File: src/rtl/fetch_arbiter_if.sv
// Bundle of the consumer-side and memory-side read signals for fetch_arbiter.
//   consumer_read_valid/address : per-consumer read requests (packed, consumer i at [i*W +: W])
//   consumer_read_ready/data    : per-consumer completion pulse and held instruction
//   mem_read_valid/address      : request to program memory
//   mem_read_ready/data         : program memory response
// master : the arbiter's view; slave : the environment's view (fetch units + memory).
interface fetch_arbiter_if #(
    parameter int unsigned ADDR_BITS     = 8,
    parameter int unsigned DATA_BITS     = 16,
    parameter int unsigned NUM_CONSUMERS = 4
);
    logic [NUM_CONSUMERS-1:0]           consumer_read_valid;
    logic [NUM_CONSUMERS*ADDR_BITS-1:0] consumer_read_address;
    logic [NUM_CONSUMERS-1:0]           consumer_read_ready;
    logic [NUM_CONSUMERS*DATA_BITS-1:0] consumer_read_data;
    logic                               mem_read_valid;
    logic [ADDR_BITS-1:0]               mem_read_address;
    logic                               mem_read_ready;
    logic [DATA_BITS-1:0]               mem_read_data;

    modport master (
        input  consumer_read_valid,
        input  consumer_read_address,
        output consumer_read_ready,
        output consumer_read_data,
        output mem_read_valid,
        output mem_read_address,
        input  mem_read_ready,
        input  mem_read_data
    );

    modport slave (
        output consumer_read_valid,
        output consumer_read_address,
        input  consumer_read_ready,
        input  consumer_read_data,
        input  mem_read_valid,
        input  mem_read_address,
        output mem_read_ready,
        output mem_read_data
    );
endinterface

File: src/rtl/fetch_arbiter.sv
// Round-robin arbiter multiplexing several fetch units onto one program-memory read port.
// One transaction at a time: grant -> memory wait -> one-cycle ready pulse -> release.
// Ports:
//   clk   : clock, rising edge
//   reset : asynchronous active-low reset
//   bus   : fetch_arbiter_if.master (consumer requests/responses and memory port)
module fetch_arbiter #(
    parameter int unsigned ADDR_BITS     = 8,
    parameter int unsigned DATA_BITS     = 16,
    parameter int unsigned NUM_CONSUMERS = 4
) (
    input  logic              clk,
    input  logic              reset,
    fetch_arbiter_if.master   bus
);
    localparam int unsigned SEL_BITS = $clog2(NUM_CONSUMERS);

    typedef enum logic [1:0] {
        IDLE     = 2'd0,
        MEM_WAIT = 2'd1,
        RESPOND  = 2'd2,
        RELEASE  = 2'd3
    } state_t;

    state_t                             state_q, state_d;
    logic [SEL_BITS-1:0]                rr_ptr, rr_ptr_d;
    logic [SEL_BITS-1:0]                grant, grant_d;
    logic                               mem_valid_q, mem_valid_d;
    logic [ADDR_BITS-1:0]               mem_addr_q, mem_addr_d;
    logic [NUM_CONSUMERS-1:0]           ready_q, ready_d;
    logic [NUM_CONSUMERS*DATA_BITS-1:0] data_q, data_d;

    logic [NUM_CONSUMERS-1:0]           rotated;
    logic                               found;
    logic [SEL_BITS-1:0]                winner;
    logic [ADDR_BITS-1:0]               winner_addr;
    logic                               grant_valid;

    // (base + off) mod NUM_CONSUMERS; both operands are below NUM_CONSUMERS
    function automatic logic [SEL_BITS-1:0] wrap_add(input logic [SEL_BITS-1:0] base,
                                                     input int unsigned off);
        logic [SEL_BITS:0] s;
        s = {1'b0, base} + (SEL_BITS+1)'(off);
        if (32'(s) >= NUM_CONSUMERS) begin
            s = s - (SEL_BITS+1)'(NUM_CONSUMERS);
        end
        return SEL_BITS'(s);
    endfunction

    // Round-robin scan: rotate requests so bit k is consumer (rr_ptr + k) mod N
    always_comb begin
        rotated = NUM_CONSUMERS'({bus.consumer_read_valid, bus.consumer_read_valid} >> rr_ptr);
        found   = 1'b0;
        winner  = '0;
        for (int k = 0; k < int'(NUM_CONSUMERS); k++) begin
            if (!found && rotated[k]) begin
                found  = 1'b1;
                winner = wrap_add(rr_ptr, k);
            end
        end
    end

    // Constant-base selects keep the per-consumer muxes simple
    always_comb begin
        winner_addr = '0;
        grant_valid = 1'b0;
        for (int i = 0; i < int'(NUM_CONSUMERS); i++) begin
            if (winner == SEL_BITS'(i)) begin
                winner_addr = bus.consumer_read_address[i*ADDR_BITS +: ADDR_BITS];
            end
            if (grant == SEL_BITS'(i)) begin
                grant_valid = bus.consumer_read_valid[i];
            end
        end
    end

    // Next-state and next-output logic
    always_comb begin
        state_d     = state_q;
        rr_ptr_d    = rr_ptr;
        grant_d     = grant;
        mem_valid_d = mem_valid_q;
        mem_addr_d  = mem_addr_q;
        ready_d     = ready_q;
        data_d      = data_q;

        case (state_q)
            IDLE: begin
                if (found) begin
                    grant_d     = winner;
                    mem_valid_d = 1'b1;
                    mem_addr_d  = winner_addr;
                    state_d     = MEM_WAIT;
                end
            end
            MEM_WAIT: begin
                if (bus.mem_read_ready) begin
                    mem_valid_d = 1'b0;
                    for (int i = 0; i < int'(NUM_CONSUMERS); i++) begin
                        if (grant == SEL_BITS'(i)) begin
                            data_d[i*DATA_BITS +: DATA_BITS] = bus.mem_read_data;
                            ready_d[i]                       = 1'b1;
                        end
                    end
                    state_d = RESPOND;
                end
            end
            RESPOND: begin
                ready_d = '0;
                state_d = RELEASE;
            end
            RELEASE: begin
                // Wait for the served consumer to drop its request so it is not re-served
                if (!grant_valid) begin
                    rr_ptr_d = wrap_add(grant, 1);
                    state_d  = IDLE;
                end
            end
            default: begin
                state_d = IDLE;
            end
        endcase
    end

    // State and output registers
    always_ff @(posedge clk or negedge reset) begin
        if (!reset) begin
            state_q     <= IDLE;
            rr_ptr      <= '0;
            grant       <= '0;
            mem_valid_q <= 1'b0;
            mem_addr_q  <= '0;
            ready_q     <= '0;
            data_q      <= '0;
        end else begin
            state_q     <= state_d;
            rr_ptr      <= rr_ptr_d;
            grant       <= grant_d;
            mem_valid_q <= mem_valid_d;
            mem_addr_q  <= mem_addr_d;
            ready_q     <= ready_d;
            data_q      <= data_d;
        end
    end

    assign bus.mem_read_valid      = mem_valid_q;
    assign bus.mem_read_address    = mem_addr_q;
    assign bus.consumer_read_ready = ready_q;
    assign bus.consumer_read_data  = data_q;
endmodule

File: src/flat_wrapper.sv
// flat-port wrapper written by rule: the top's interface ports become plain ports
module fetch_arbiter_flat 
#(
    parameter int unsigned ADDR_BITS     = 8,
    parameter int unsigned DATA_BITS     = 16,
    parameter int unsigned NUM_CONSUMERS = 4
)
  (clk, reset, bus_consumer_read_valid, bus_consumer_read_address, bus_consumer_read_ready, bus_consumer_read_data, bus_mem_read_valid, bus_mem_read_address, bus_mem_read_ready, bus_mem_read_data);
  fetch_arbiter_if #(.ADDR_BITS(ADDR_BITS), .DATA_BITS(DATA_BITS), .NUM_CONSUMERS(NUM_CONSUMERS)) bus_i ();
  input  logic clk;
  input  logic reset;
  input wire logic [$bits(bus_i.consumer_read_valid)-1:0] bus_consumer_read_valid;
  input wire logic [$bits(bus_i.consumer_read_address)-1:0] bus_consumer_read_address;
  output wire logic [$bits(bus_i.consumer_read_ready)-1:0] bus_consumer_read_ready;
  output wire logic [$bits(bus_i.consumer_read_data)-1:0] bus_consumer_read_data;
  output wire logic [$bits(bus_i.mem_read_valid)-1:0] bus_mem_read_valid;
  output wire logic [$bits(bus_i.mem_read_address)-1:0] bus_mem_read_address;
  input wire logic [$bits(bus_i.mem_read_ready)-1:0] bus_mem_read_ready;
  input wire logic [$bits(bus_i.mem_read_data)-1:0] bus_mem_read_data;
  assign bus_i.consumer_read_valid = bus_consumer_read_valid;
  assign bus_i.consumer_read_address = bus_consumer_read_address;
  assign bus_consumer_read_ready = bus_i.consumer_read_ready;
  assign bus_consumer_read_data = bus_i.consumer_read_data;
  assign bus_mem_read_valid = bus_i.mem_read_valid;
  assign bus_mem_read_address = bus_i.mem_read_address;
  assign bus_i.mem_read_ready = bus_mem_read_ready;
  assign bus_i.mem_read_data = bus_mem_read_data;
  fetch_arbiter #(.ADDR_BITS(ADDR_BITS), .DATA_BITS(DATA_BITS), .NUM_CONSUMERS(NUM_CONSUMERS)) u_core (.clk(clk), .reset(reset), .bus(bus_i));
endmodule
File: config.mk
export PLATFORM = sky130hd
export DESIGN_NAME = fetch_arbiter_flat
export DESIGN_NICKNAME = d
export VERILOG_FILES = /design/src/rtl/fetch_arbiter_if.sv /design/src/rtl/fetch_arbiter.sv /design/src/flat_wrapper.sv
export SDC_FILE = /design/constraint.sdc
export NUM_CORES = 1
export LEC_CHECK = 0
export CAP_MARGIN = 20
export CORE_MARGIN = 4
export CORE_UTILIZATION = 48
export DETAILED_ROUTE_END_ITERATION = 16
export GPL_ROUTABILITY_DRIVEN = 0
export PLACE_DENSITY = 0.86
export REMOVE_ABC_BUFFERS = 1
export SYNTH_ARGS = -nofsm -noshare
export SYNTH_HDL_FRONTEND = slang
export SYNTH_SLANG_ARGS = --single-unit
File: constraint.sdc
create_clock -name clk -period 4.35 [get_ports clk]
set_clock_uncertainty 0.05 [all_clocks]
set_input_delay 0.87 -clock clk [delete_from_list [all_inputs] [get_ports clk]]
set_output_delay 0.87 -clock clk [all_outputs]
set_load 0.02 [all_outputs]
==> summary.md <==
| Metric | Value |
|---|---|
| Number of global-route vias before repair | 2,770 |
| Most frequent cells in the layout | clkdlybuf4s50_1, dfrtp_1, mux2_1, mux2_2, nand2_1 |
| Mean routed wirelength per cell | 18.3 um |
| Worst vdd ir | 0.459 mV |
| Mean Syn Cell Area | 13.9 um2 |
| Most common cell after layout, fill and taps aside | clkdlybuf4s50_1 |
| Die height | 94.3 um |
| Port bufs | 131 |
| Vias per inst | 5.12 |
| Ys async rst share | 1.00 |
| First-pass GRT wire length | 14,100 um |
| Hold_buf cts | 0 |
| Post-route DRC | 0 |
| Critical path class | primary input to flip-flop |
| Final hold violation count | 0 |
| GRT Total Usage | 0.209 |
| CTS resizes | 0 |
| Share of layout cells above drive strength 1 | 0.119 |
| Final critical-path share of the clock period | 0.634 |
| Starting density of the core | 0.493 |
| Final setup TNS | 0 ps |
| Startpoint Class | primary input |
| Post-DP HPWL | 6380 um |
| Clock tree buffer depth | 2 |
| Cell row count | 31 |
| Fin crit period | 2760 ps |
| Worst-Skew Late Latency | 350 ps |
| Critical path required time | 4520 ps |
| Routed wire length | 9020 um |
| Count of pins over their slew limit | 0 |
| Worst Tran Pin Value | 977 ps |
| CP Max Fanout | 17 |
| Die Footprint | just under 9000 um2 |
| Initial antenna violation count | 0 |
| Synth cell types | 28 |
| Worst hold slack | 278 ps |
| Core area | 7250 um2 |
| R2R Path End | u_core.bus.consumer_read_data[32] |
| Die width | 94.3 um |
| CP Data Arrival Time | roughly 2900 ps |
| GRT overflow | 0 |
| Pre-CTS setup slack | 1230 ps |
| R2R depth | 4 |
| Largest net degree at the start of global routing | 84 |
| Post-Synthesis Cells | 258 |
| RSZ-0062 raised after global routing | no |
| # fillers | approximately 520 |
| CTS Sinks | 83 |
| Outcome | finished, final reports clean |
| R2R setup slack | 1760 ps |
| R2R Path Start | u_core.state_q[1] |
| MaxCap Viol Count | 0 |
| CTS buffer count | 9 |
| Diodes inserted | 0 |
| Syn. warnings | 0 |
| Mapped Area | around 3600 um2 |
| Final WS setup | 1590 ps |
| Worst Setup SP | bus_mem_read_ready |
| Yosys reg bits | between 80 and 90 |
| Final setup vio count | 0 |
| DRT Pass-1 Iters | 4 |
| Synth Flop Type | dfrtp_1 |
| CP endpoint | u_core.bus.consumer_read_data[32] |
| Fmax | 0.363 GHz |
| Fin util | 0.715 |
| Relative slew slack | 0.347 |
| Leak | 2.32 nW |
| Detail Route Antenna Nets | 0 |
| Crit. End Element | flip-flop |
| I/O pins | ~130 |
| Setup bufs post-CTS | 0 |
| Post-synthesis sequential area ratio | 0.581 |
| EDFF count, synth | 0 |
| CTS H-tree lvls | 3 |
| Pwr Density | about 740 nW/um2 |
| NumNets Final | 453 |
| Vias | 2,522 |
| Hold WC Path Type | primary input to async pin |
| Iter 0 DRT Violations | between 100 and 150 |
| Area Overhead vs Synth | 45.0% |
| CTS tree | built |
| Clock transition at path regs | 80 ps |
| CTS Root Cell | clkbuf_8 |
cells in the mapped netlist (2+ instances only):
master | count | area share
a21oi_1 | 6 | 0.0084
a221o_1 | 2 | 0.0056
a22o_1 | 2 | 0.0049
a31oi_1 | 4 | 0.0070
buf_2 | 7 | 0.0098
clkbuf_1 | 2 | 0.0021
dfrtp_1 | 83 | 0.58
ha_1 | 9 | 0.031
inv_1 | 6 | 0.0063
mux2_1 | 39 | 0.12
mux2_2 | 28 | 0.088
mux2i_1 | 18 | 0.050
nand2_1 | 19 | 0.020
nand2b_1 | 3 | 0.0052
nand3_1 | 4 | 0.0056
nor2_1 | 4 | 0.0042
o21ai_1 | 4 | 0.0056
o221ai_1 | 8 | 0.020
power breakdown:
| group | switching, mW | internal (mW) |
|---|---|---|
| clock network | 0.267 | 0.352 |
| registers | 0.209 | 1.12 |
| logic | 0.936 | 0.941 |
| total | 1.41 | 2.42 |
registers in the layout, indices dropped and copies added (netlist names):
name                            cells
u_core.bus.consumer_read_data      64
u_core.bus.consumer_read_ready      4
u_core.bus.mem_read_address         8
u_core.bus.mem_read_valid           1
u_core.grant                        2
u_core.rr_ptr                       2
u_core.state_q                      2
logic make-up (layout without fill, tap and decap cells):
group,after synthesis,in the layout,synth area share
flops,83,83,0.581
simple gates,34,34,0.0423
buf+inv,19,155,0.0290
mux,85,85,0.261
compound gates,28,28,0.0549
fa+ha+maj,9,9,0.0315
worst max-delay path, cell delays in order:
cell and delay, ps:
clkdlybuf4s50_1 680, nand3_1 760, mux2_1 610
per-stage QoR:
stage | area (um2) | power (mW) | std cells
2_1_floorplan | 3500 | 2.29 | 246
3_3_place_gp | 4930 | 3.15 | 476
3_5_place_dp | 4930 | 3.22 | 476
4_1_cts | 5160 | 3.87 | 492
5_1_grt | 5180 | 4.05 | 493
6_report | 5180 | 3.83 | 493
metal layers:
layer	up-vias	GRT usage	wire, um
li1	1181	-	-
met1	1265	0.230	3460
met4	0	0.0915	134
met2	63	0.379	4970
met5	-	0	0
met3	13	0.0521	458
final cells by class:
cell class | instances | area, um2 | share of cell area
inverters | 7 | 26.3 | 0.00507
multi-input cells | 156 | 1400 | 0.269
flip-flops and latches | 83 | 2080 | 0.401
repair buffers | 132 | 1340 | 0.258
well taps | 99 | 124 | 0.0239
clock inverters | 5 | 75.1 | 0.0145
clock buffers | 11 | 151 | 0.0292
worst min path at each step:
stage	startpoint	endpoint	slack, ps	cells after the start
3_3_place_gp	u_core.bus.mem_read_address[7]	u_core.bus.mem_read_address[7]	420	2
6_report	reset	u_core.bus.consumer_read_data[29]	280	1
5_1_grt	reset	u_core.bus.consumer_read_data[29]	260	1
3_5_place_dp	u_core.bus.mem_read_address[7]	u_core.bus.mem_read_address[7]	430	2
2_1_floorplan	u_core.grant[1]	u_core.grant[1]	450	2
4_1_cts	u_core.bus.mem_read_address[7]	u_core.bus.mem_read_address[7]	450	2
No activity file was read; power rests on OpenSTA's default activity.
